## config.mk

```make
export PLATFORM = sky130hd
export DESIGN_NAME = fir_feeder
export DESIGN_NICKNAME = d
export VERILOG_FILES = /design/src/rtl/fir_feeder.sv
export SDC_FILE = /design/constraint.sdc
export NUM_CORES = 1
export LEC_CHECK = 0
export ABC_AREA = 0
export CAP_MARGIN = 30
export CELL_PAD_IN_SITES_DETAIL_PLACEMENT = 0
export CELL_PAD_IN_SITES_GLOBAL_PLACEMENT = 2
export CORE_UTILIZATION = 43
export CTS_BUF_LIST = sky130_fd_sc_hd__clkbuf_8
export DETAILED_ROUTE_END_ITERATION = 6
export PLACE_DENSITY_LB_ADDON = 0.1
export SYNTH_ARGS = -nofsm -noshare
export SYNTH_HDL_FRONTEND = slang
export SYNTH_SLANG_ARGS = --single-unit
export TNS_END_PERCENT = 100
```

## constraint.sdc

```tcl
create_clock -name clk -period 7.55 [get_ports clk]
set_clock_uncertainty 0.2 [all_clocks]
set_input_delay 2.265 -clock clk [delete_from_list [all_inputs] [get_ports clk]]
set_output_delay 2.265 -clock clk [all_outputs]
set_load 0.05 [all_outputs]
```

## src/rtl/fir_feeder.sv

```systemverilog
// Feeds a handshaked FIR core from a 4-deep sample FIFO and loads its 4 coefficients on request.
// Define FIR_FEEDER_TIMEOUT_EN to add a 15-cycle watchdog on the modwait handshake (sticky timeout_err).
module fir_feeder #(
    parameter int DATA_W = 16,
    parameter int COEF_W = 16
) (
    input  logic              clk,
    input  logic              n_reset,
    input  logic              in_valid,
    input  logic [DATA_W-1:0] in_sample,
    output logic              in_ready,
    input  logic              coeff_wr,
    input  logic [1:0]        coeff_addr,
    input  logic [COEF_W-1:0] coeff_wdata,
    input  logic              coeff_start,
    output logic              coeff_busy,
    output logic [DATA_W-1:0] sample_data,
    output logic              data_ready,
    output logic [COEF_W-1:0] fir_coefficient,
    output logic              load_coeff,
    input  logic              modwait,
    input  logic [DATA_W-1:0] fir_out,
    input  logic              err,
    output logic              result_valid,
    output logic [DATA_W-1:0] result_data,
    output logic              result_err,
    output logic [2:0]        fifo_count,
    output logic              timeout_err
);

    localparam int DEPTH = 4;

    typedef enum logic [2:0] {
        IDLE   = 3'd0,
        S_REQ  = 3'd1,
        S_WAIT = 3'd2,
        C_REQ  = 3'd3,
        C_WAIT = 3'd4
    } state_t;

    state_t            state;
    logic [DATA_W-1:0] fifo_mem [DEPTH];
    logic [1:0]        wr_ptr;
    logic [1:0]        rd_ptr;
    logic [2:0]        count;
    logic              push;
    logic              pop;
    logic [COEF_W-1:0] coeff [DEPTH];
    logic [1:0]        k;
    logic              timeout;

    assign in_ready   = (count != 3'd4);
    assign fifo_count = count;
    assign push       = in_valid && in_ready;
    // Pop only from IDLE on the registered count, so a fresh push is never bypassed to the core.
    assign pop        = (state == IDLE) && !coeff_start && (count != 3'd0);

    always_ff @(posedge clk) begin
        if (push) begin
            fifo_mem[wr_ptr] <= in_sample;
        end
    end

    always_ff @(posedge clk or negedge n_reset) begin
        if (!n_reset) begin
            wr_ptr <= '0;
            rd_ptr <= '0;
            count  <= '0;
        end else begin
            if (push) begin
                wr_ptr <= wr_ptr + 2'd1;
            end
            if (pop) begin
                rd_ptr <= rd_ptr + 2'd1;
            end
            case ({push, pop})
                2'b10:   count <= count + 3'd1;
                2'b01:   count <= count - 3'd1;
                default: count <= count;
            endcase
        end
    end

    always_ff @(posedge clk or negedge n_reset) begin
        if (!n_reset) begin
            for (int i = 0; i < DEPTH; i++) begin
                coeff[i] <= '0;
            end
        end else if (coeff_wr && !coeff_busy) begin
            coeff[coeff_addr] <= coeff_wdata;
        end
    end

`ifdef FIR_FEEDER_TIMEOUT_EN
    logic [3:0] wd_cnt;
    logic       wd_err;

    // Counter is zero on every non-request cycle, so it restarts on each entry to S_REQ/C_REQ.
    assign timeout     = ((state == S_REQ) || (state == C_REQ)) && !modwait && (wd_cnt == 4'd14);
    assign timeout_err = wd_err;

    always_ff @(posedge clk or negedge n_reset) begin
        if (!n_reset) begin
            wd_cnt <= '0;
            wd_err <= 1'b0;
        end else begin
            if (((state == S_REQ) || (state == C_REQ)) && !modwait) begin
                wd_cnt <= wd_cnt + 4'd1;
            end else begin
                wd_cnt <= '0;
            end
            if (timeout) begin
                wd_err <= 1'b1;
            end
        end
    end
`else
    assign timeout     = 1'b0;
    assign timeout_err = 1'b0;
`endif

    always_ff @(posedge clk or negedge n_reset) begin
        if (!n_reset) begin
            state           <= IDLE;
            k               <= '0;
            sample_data     <= '0;
            fir_coefficient <= '0;
            data_ready      <= 1'b0;
            load_coeff      <= 1'b0;
            result_valid    <= 1'b0;
            result_data     <= '0;
            result_err      <= 1'b0;
            coeff_busy      <= 1'b0;
        end else begin
            result_valid <= 1'b0;
            unique case (state)
                IDLE: begin
                    if (coeff_start) begin
                        state           <= C_REQ;
                        k               <= '0;
                        fir_coefficient <= coeff[0];
                        load_coeff      <= 1'b1;
                        coeff_busy      <= 1'b1;
                    end else if (pop) begin
                        state       <= S_REQ;
                        sample_data <= fifo_mem[rd_ptr];
                        data_ready  <= 1'b1;
                    end
                end
                S_REQ: begin
                    if (modwait) begin
                        data_ready <= 1'b0;
                        state      <= S_WAIT;
                    end else if (timeout) begin
                        data_ready <= 1'b0;
                        state      <= IDLE;
                    end
                end
                S_WAIT: begin
                    if (!modwait) begin
                        result_data  <= fir_out;
                        result_err   <= err;
                        result_valid <= 1'b1;
                        state        <= IDLE;
                    end
                end
                C_REQ: begin
                    if (modwait) begin
                        load_coeff <= 1'b0;
                        state      <= C_WAIT;
                    end else if (timeout) begin
                        load_coeff <= 1'b0;
                        coeff_busy <= 1'b0;
                        state      <= IDLE;
                    end
                end
                C_WAIT: begin
                    if (!modwait) begin
                        if (k != 2'd3) begin
                            k               <= k + 2'd1;
                            fir_coefficient <= coeff[k + 2'd1];
                            load_coeff      <= 1'b1;
                            state           <= C_REQ;
                        end else begin
                            coeff_busy <= 1'b0;
                            state      <= IDLE;
                        end
                    end
                end
                default: state <= IDLE;
            endcase
        end
    end

endmodule

```

Yosys cells after proc, flatten, opt, wreduce, memory -nomap -nowiden
Memory sizes are Yosys's and may differ from the RTL's. A register that Yosys moved wholly into a read port is not among the register bits.
Cells that the tools add are included.
{ "totals": {"ff_bits": 113, "mem_bits_rw": 64, "in_bits": 57, "word_cells": 106, "mem_count": 1} }
{ "classes": {"addsub": 5, "order_cmp": 3, "n_eq_ne": 18, "muxes": 38, "n_bitwise": 4, "n_reduce_logical": 21} }
{ "memory_table": {"columns": ["memory", "depth", "width", "rd", "rd_ports_with_merged_regs", "wr", "line_no", "text"], "rows": [
  ["fifo_mem", 4, 16, 1, 1, 1, "42", "logic [DATA_W-1:0] fifo_mem [DEPTH];"]
]} }
{ "op_table": {"columns": ["operator", "n"], "rows": [
  ["$mux 16", 6],
  ["$bwmux 64", 1],
  ["$bmux 16 s2", 1],
  ["$demux 16 s2", 1],
  ["$pmux 16 s2", 1],
  ["$ne 2x2->1 const B", 10],
  ["$mux 3", 6],
  ["$pmux 3 s5", 1],
  ["$mux 1", 12],
  ["$reduce_and 4->1", 3],
  ["$reduce_and 5->1", 2],
  ["$mux 2", 4],
  ["$add 2x1->2 const B", 3],
  ["$eq 3x2->1 const B", 2],
  ["$ge 3x3->1 const B", 2],
  ["$ne 3x3->1 const B", 2],
  ["$not 2->3", 2],
  ["$pmux 3 s2", 1],
  ["$reduce_bool 2->1", 3],
  ["$reduce_bool 3->1", 2],
  ["$logic_and 1x1->1", 5],
  ["$pmux 1 s2", 2],
  ["$pmux 2 s2", 1],
  ["$add 3x1->3 const B", 1],
  ["12 further kinds", 15]
]} }

Logic depth before layout (Yosys ltp)
Gate-level depths: netlist (run 1).
{ "logic_depth": {"ltp_word": 8, "mapped_depth": 10, "mapped_depth_nobuf": 10} }

Least setup slack after synthesis (run 1)
OpenSTA, ideal clock, no wires.
{ "synth_path": {"kind": "input-to-reg", "startpoint": "in coeff_start", "endpoint": "reg count[2], in the netlist fifo_count[2]", "setup_time_ns": 0.082, "t_arrival_ns": 3.812, "required_time_ns": 7.268, "setup_slack_ns": 3.456, "cell_stages": 9, "path_buffers": 1, "cell_sequence": "nor4_1 nor2b_1 buf_4 ha_1 inv_1 fa_1 xor2_1 nor2_1 xor2_1"} }
{ "synth_between": {"elab_chain_len": 5, "word_cells_on_any_way": 7} }
{ "synth_rtl": {"columns": ["item", "line_no", "text"], "rows": [
  ["from (decl)", "15", "input logic coeff_start,"],
  ["$logic_not 1->1 (*)", "56", "assign pop = (state == IDLE) && !coeff_start && (count != 3'd0);"],
  ["$logic_and 1x1->1 (*) (2 in a row)", "56", null],
  ["via pop", "47", "logic pop;"],
  ["$eq 2x1->1 / $eq 2x2->1 (equally long branches)", "76", "case ({push, pop})"],
  ["$pmux 3 s2 / $reduce_bool 2->1 (equally long branches)", null, null],
  ["to (signal assigned)", "77", "2'b10: count <= count + 3'd1;"],
  ["to (signal assigned)", "78", "2'b01: count <= count - 3'd1;"],
  ["to (signal assigned)", "79", "default: count <= count;"],
  ["to (decl)", "45", "logic [2:0] count;"]
]} }
Mark *: on every way through the listed nets, which the timed path passes. The rest lies on a longest branch.
A chain may end at the register's enable or synchronous reset.

Final worst setup path (run 1)
{ "layout_path": {"startpoint": "reg count[0], in the netlist fifo_count[0]", "endpoint": "out in_ready"} }
{ "layout_between": {"elab_chain_len": 1} }
{ "layout_rtl": {"columns": ["item", "line_no", "text"], "rows": [
  ["$ne 3x3->1", "52", "assign in_ready = (count != 3'd4);"],
  ["to (decl)", "11", "output logic in_ready,"]
]} }
Every way passes these cells.

==> flow_metrics.tcl, run 1 <==
set metrics [dict create \
    syn_inst 509 \
    overflow 0 \
    p_leak_nw 3.78 \
    final_area_sq_um 9630 \
    max-cap-violations 0 \
    io_buffers 113 \
    switching_share_pct 38.3 \
    wl_mm 16.1 \
    fp-row-count 49 \
    synth-edff-count 64 \
    gp_congestion 0.720 \
    critPathCaptureType "output pin" \
    die_area_sq_um 18800 \
    pin_count 115 \
    final.period_utilization_pct 59.8 \
    critPathSlowestCell "clkdlybuf4s50_1" \
    placed_area_sq_um 9240 \
    grt_pass1_wl_mm 25.5 \
    cts_setup_buffers 0 \
    rsz0062_at_grt "false" \
    grt.total_usage_pct 18.5 \
    crit_chain "inv_1 -> nand3_1 -> clkdlybuf4s50_1" \
    fmax_mhz 221 \
    avgSynthCellArea_sq_um 15.5 \
    cts_root_buffer "clkbuf_8" \
    slew_headroom_pct 35.7 \
    hold_path_class "flip-flop to flip-flop" \
    synth_seq_cells 193 \
    grt_pass1_vias 4698 \
    setup_ws_ns 3.03 \
    cp-start-kind "flip-flop" \
    clock_sinks 193 \
    fin_util_pct 53.6 \
    synth_nets 573 \
    ys.flop_type "dfrtp_1" \
    syn-cell-area_sq_um 7870 \
    crit_type "flip-flop to output pin" \
    status "finished clean" \
    fin_crit_ns 4.52 \
    pwr-share-clk_pct 15.7 \
    antenna_found_initial 1 \
    hpwl_mm 10.3 \
    cp_top_family "buffers and inverters" \
    tightest_slew_ns 0.961 \
    cts.path.max_buffers 2 \
    p_per_area_nw_per_um2 428 \
    htreeDepth 4 \
    p_comb_share_pct 42.3 \
    yosys_warnings 0 \
    cts_resized 0 \
    setup_violations 0 \
    vias_per_cell 5.29 \
    tns_ns 0 \
    crit_required_ns 5.09 \
    intPower_mw 2.54 \
    ys_types 43 \
    nets 688 \
    clkLatencyLatePin_ns 0.46 \
    synth_async_sr_flop_share_pct 66.8 \
    path_clk_slew_ns 0.09 \
    dr.pass1.iters 4 \
    area_growth_pct 22.4 \
    postCtsHoldBufs 0 \
    core_area_sq_um 18000 \
    path_buf_inv 2 \
    die_x_microns 137 \
    drive_above_1_share_pct 25.3 \
    cts_made_buffers 17 \
    ant_nets 0 \
    vias 4580 \
    dieHeight_microns 137 \
    drt-wirelength-per-cell_microns 18.6 \
    p_seq_share_pct 42.0 \
    final_hold_viol_count 0 \
    slew_viol_final 0 \
    grt_max_degree 68 \
    cts_tree "yes" \
    slowest_delay_ns 0.85 \
    crit_fanout 6 \
    vdd_ir_drop_max_v 0.000365 \
    drc 0 \
    switching_power_mw 1.58 \
    cp_data_arrival_time_ns 2.05 \
    drtIter0Drc 319 \
    floorplan.initialDensity_pct 43.8 \
    diodes 0 \
    pre_cts_ws_ns 2.58 \
    rrSetupSlack_ns 4.75 \
    ys_seq_area_share_pct 65.4 \
]
[cell usage in the layout (no fill, tap or decap), types with 4 or more instances in the layout]
cell type / n
o21ai_0: 8
clkdlybuf4s50_1: 112
a21oi_1: 19
nor2b_1: 5
a22oi_1: 15
o22a_1: 14
mux4_2: 16
o21ai_1: 10
clkbuf_8: 17
nand2_1: 37
inv_1: 13
and3_1: 4
dfrtp_1: 129
mux2_2: 99
ha_1: 6
nor2_1: 7
xor2_1: 4
edfxtp_1: 64
buf_4: 8
[power groups by stage]
| stage | Sequential, mW | Combinational [mW] | Clock, mW |
|---|---|---|---|
| 6_report | 1.73 | 1.74 | 0.648 |
| 5_1_grt | 1.79 | 1.87 | 0.713 |
| 4_1_cts | 1.74 | 1.77 | 0.672 |
| 3_5_place_dp | 1.76 | 1.77 | 0 |
| 2_1_floorplan | 2.16 | 0.799 | 0 |
| 3_3_place_gp | 1.74 | 1.73 | 0 |
[metrics by stage]
stage | power [mW] | hold WS (ns) | cells
3_3_place_gp | 3.47 | 0.265 | 830
2_1_floorplan | 2.96 | 0.254 | 509
6_report | 4.12 | 0.292 | 866
3_5_place_dp | 3.52 | 0.276 | 833
5_1_grt | 4.37 | 0.326 | 866
4_1_cts | 4.18 | 0.300 | 865
[per-layer routing]
| metal | vias to the layer above | track usage [%] | wire (microns) | share of wire [%] |
|---|---|---|---|---|
| met5 | - | 0 | 0 | 0 |
| met4 | 0 | 5.56 | 171 | 1.1 |
| met3 | 13 | 4.27 | 713 | 4.4 |
| met2 | 105 | 29.5 | 7860 | 49 |
| met1 | 2357 | 25.1 | 7370 | 46 |
| li1 | 2105 | - | - | - |
[worst paths after layout]
kind                                                start                        endpoint  cells after the start
max                             fifo_count[0]$_DFFE_PN0P_                        in_ready                      3
min                        fir_coefficient[4]$_DFFE_PN0P_  fir_coefficient[4]$_DFFE_PN0P_                      2
max reg2reg                          state[2]$_DFFE_PN0P_       fifo_count[2]$_DFFE_PN0P_                      9
min reg2reg                fir_coefficient[4]$_DFFE_PN0P_  fir_coefficient[4]$_DFFE_PN0P_                      2
max in group asynchronous                         n_reset           coeff[62]$_DFFE_PN0P_                      3
min in group asynchronous                         n_reset      sample_data[7]$_DFFE_PN0P_                      1
[logic make-up after synthesis]
| group | Yosys count | synth area share [%] |
|---|---|---|
| other cells | 1 | 0.0477 |
| mux | 117 | 19.0 |
| fa+ha+maj | 7 | 1.21 |
| buf+inv | 38 | 2.53 |
| simple gates | 70 | 4.42 |
| xor+xnor | 7 | 0.779 |
| compound gates | 76 | 6.57 |
| flops | 193 | 65.4 |
[synthesized netlist by cell type (3+ instances only)]
cell type	instances	share of area (%)
a21oi_1	19	1.2
nor2_1	7	0.33
nor2b_1	6	0.48
o21ai_0	8	0.51
mux4_2	16	4.6
xnor2_1	3	0.33
buf_6	4	0.57
and3_1	4	0.32
dfrtp_1	129	41
clkbuf_1	13	0.62
o21ai_1	11	0.70
mux2_2	99	14
inv_1	10	0.48
nand2_1	37	1.8
buf_4	5	0.48
ha_1	6	0.95
edfxtp_1	64	24
o22a_1	14	1.6
buf_2	6	0.38
nand3_1	3	0.19
xor2_1	4	0.45
a22oi_1	15	1.4
[state kept, by name, summed over array words and instances (netlist names), 2 cells and up]
name,flops
coeff,64
fifo_mem,64
fir_coefficient,16
result_data,16
sample_data,16
fifo_count,3
state,3
k,2
rd_ptr,2
wr_ptr,2
[tightest hold or removal path, delay by kind of cell, from the launching register on]
| family | cells | cell delay (ns) |
|---|---|---|
| AND/OR/NAND/NOR | 1 | 0.04 |
| flip-flops | 1 | 0.35 |
| AO/OA/AOI/OAI | 1 | 0.06 |
[cell type report]
class	instances	area, sq um
Fill cell	1530	8330
Tap cell	229	287
Multi-Input combinational cell	278	2530
Sequential cell	193	5150
Clock buffer	17	234
Timing Repair Buffer	124	1250
Inverter	10	37.5
Clock inverter	15	143
No activity file was read; power rests on OpenSTA's default activity.
==> run 2, diff against run 1 <==
Settings changed: CORE_UTILIZATION 43 to 36.
Clock period 7.55 ns to 3.96 ns, I/O delays scaled along.
==> run 2 against run 1 <==
First-iteration DRC count is 39% lower; combinational power is 95% higher; power up 93%; critical path type unchanged; critical path depth unchanged; die area grew 19%; sequential power grew 90%; via count is 0.24% higher; setup slack got worse by 2.5 ns; clock power is 99% higher; core utilization shrank 7.6 points.
==> flow_metrics.tcl, run 2 (synthesized netlist as in run 1, its figures left out) <==
set metrics [dict create \
    status "finished clean" \
    overflow 0 \
    dpl.cell_count 887 \
    nets 695 \
    cts_setup_buffers 0 \
    setup_violations 0 \
    slew_viol_final 0 \
    cp-start-kind "flip-flop" \
    path_clk_slew_ns 0.11 \
    cp_data_arrival_time_ns 2.06 \
    cts_made_buffers 17 \
    fin_crit_ns 3.45 \
    tns_ns 0 \
    hpwl_mm 10.8 \
    drt-wirelength-per-cell_microns 18.6 \
    grt_max_degree 59 \
    area_growth_pct 24.1 \
    die_x_microns 150 \
    vias_per_cell 5.00 \
    final_hold_viol_count 0 \
    crit_required_ns 2.57 \
    switching_power_mw 3.11 \
    final_cell_mix "129 x dfrtp_1, 112 x clkdlybuf4s50_1, 99 x mux2_2, 64 x edfxtp_1, 37 x nand2_1" \
    final_area_sq_um 9760 \
    critPathCaptureType "output pin" \
    p_per_area_nw_per_um2 817 \
    hold_path_class "flip-flop to flip-flop" \
    rsz0062_at_grt "false" \
    die_area_sq_um 22500 \
    io_buffers 113 \
    floorplan.initialDensity_pct 37.1 \
    cts_root_buffer "clkbuf_8" \
    cts.path.max_buffers 2 \
    fp-row-count 53 \
    reg2reg_from "state[2]$_DFFE_PN0P_" \
    r2r_end "fir_coefficient[2]$_DFFE_PN0P_" \
    drc 0 \
    clock_sinks 193 \
    p_leak_nw 3.82 \
    rrSetupSlack_ns 1.38 \
    n_fill_cell 1891 \
    p_comb_share_pct 42.5 \
    crit_fanout 6 \
    grt.total_usage_pct 16.3 \
    switching_share_pct 39.0 \
    p_seq_share_pct 41.3 \
    gp_congestion 0.720 \
    crit_type "flip-flop to output pin" \
    wl_mm 17.1 \
    fin_util_pct 46.0 \
    slew_headroom_pct 35.5 \
    pin_count 115 \
    vias 4591 \
    intPower_mw 4.87 \
    drtIter0Drc 195 \
    ant_nets 0 \
    grt_pass1_vias 4919 \
    crit_end "in_ready" \
    dieHeight_microns 150 \
    fmax_mhz 290 \
    vdd_ir_drop_max_v 0.000346 \
    largestRegisters "coeff: 64 flops, fifo_mem: 64 flops" \
    tightest_slew_ns 0.968 \
    cts_resized 0 \
    diodes 0 \
    clkLatencyLatePin_ns 0.46 \
    final.period_utilization_pct 87.1 \
    final_common_cell "dfrtp_1" \
    dr.pass1.iters 4 \
    drive_above_1_share_pct 26.9 \
    core_area_sq_um 21200 \
    final_cells 919 \
    cts_tree "yes" \
    startpoint "fifo_count[0]$_DFFE_PN0P_" \
    reg2reg_depth 4 \
    grt_pass1_wl_mm 27.1 \
    pwr-share-clk_pct 16.2 \
    placed_area_sq_um 9360 \
    htreeDepth 4 \
    max-cap-violations 0 \
    antenna_found_initial 0 \
    postCtsHoldBufs 0 \
]
## run 2: worst min path at each step
| stage | slack [ns] | cells past startpoint | from | endpoint |
|---|---|---|---|---|
| finish | 0.29 | 2 | fir_coefficient[0]$_DFFE_PN0P_ | fir_coefficient[0]$_DFFE_PN0P_ |
| global route | 0.31 | 2 | fir_coefficient[1]$_DFFE_PN0P_ | fir_coefficient[1]$_DFFE_PN0P_ |
| CTS | 0.30 | 2 | fir_coefficient[0]$_DFFE_PN0P_ | fir_coefficient[0]$_DFFE_PN0P_ |
| detailed placement | 0.27 | 2 | fir_coefficient[0]$_DFFE_PN0P_ | fir_coefficient[0]$_DFFE_PN0P_ |
| global placement | 0.27 | 2 | fir_coefficient[4]$_DFFE_PN0P_ | fir_coefficient[4]$_DFFE_PN0P_ |
| floorplan | 0.25 | 2 | k[1]$_DFFE_PN0P_ | k[1]$_DFFE_PN0P_ |
## run 2: area by class of cell
type,instances,area [sq um],area share (%)
Timing Repair Buffer,131,1300,13.3
Sequential cell,193,5150,52.8
Multi-Input combinational cell,278,2530,25.9
Tap cell,275,344,3.52
Inverter,10,37.5,0.385
Clock buffer,17,234,2.40
Clock inverter,15,170,1.74
## run 2: power groups by stage
stage          sequential (mW)  clock [mW]  combinational (mW)
6_report                  3.29        1.29                3.39
5_1_grt                   3.41        1.42                3.63
4_1_cts                   3.31        1.35                3.45
3_5_place_dp              3.35           0                3.44
3_3_place_gp              3.34           0                3.33
2_1_floorplan             4.12           0                1.52
## run 2: per-layer routing
metal	global-route usage (%)	up-vias	routed length [microns]
met3	3.60	9	811
met2	25.8	110	7880
li1	-	2116	-
met5	0	-	0
met1	22.4	2356	8260
met4	4.60	0	134
## run 2: per-stage QoR
step | power (mW) | worst slack [ns] | hold WS [ns]
finish | 7.98 | 0.511 | 0.287
global route | 8.46 | 0.365 | 0.313
CTS | 8.11 | 0.450 | 0.297
detailed placement | 6.79 | 0.419 | 0.274
global placement | 6.68 | 0.446 | 0.270
floorplan | 5.64 | 0.943 | 0.254
## run 2: critical path, stage by stage, from the launching register on
cell             delay, ns
dfrtp_1               0.45
inv_1                 0.11
nand3_1               0.19
clkdlybuf4s50_1       0.84
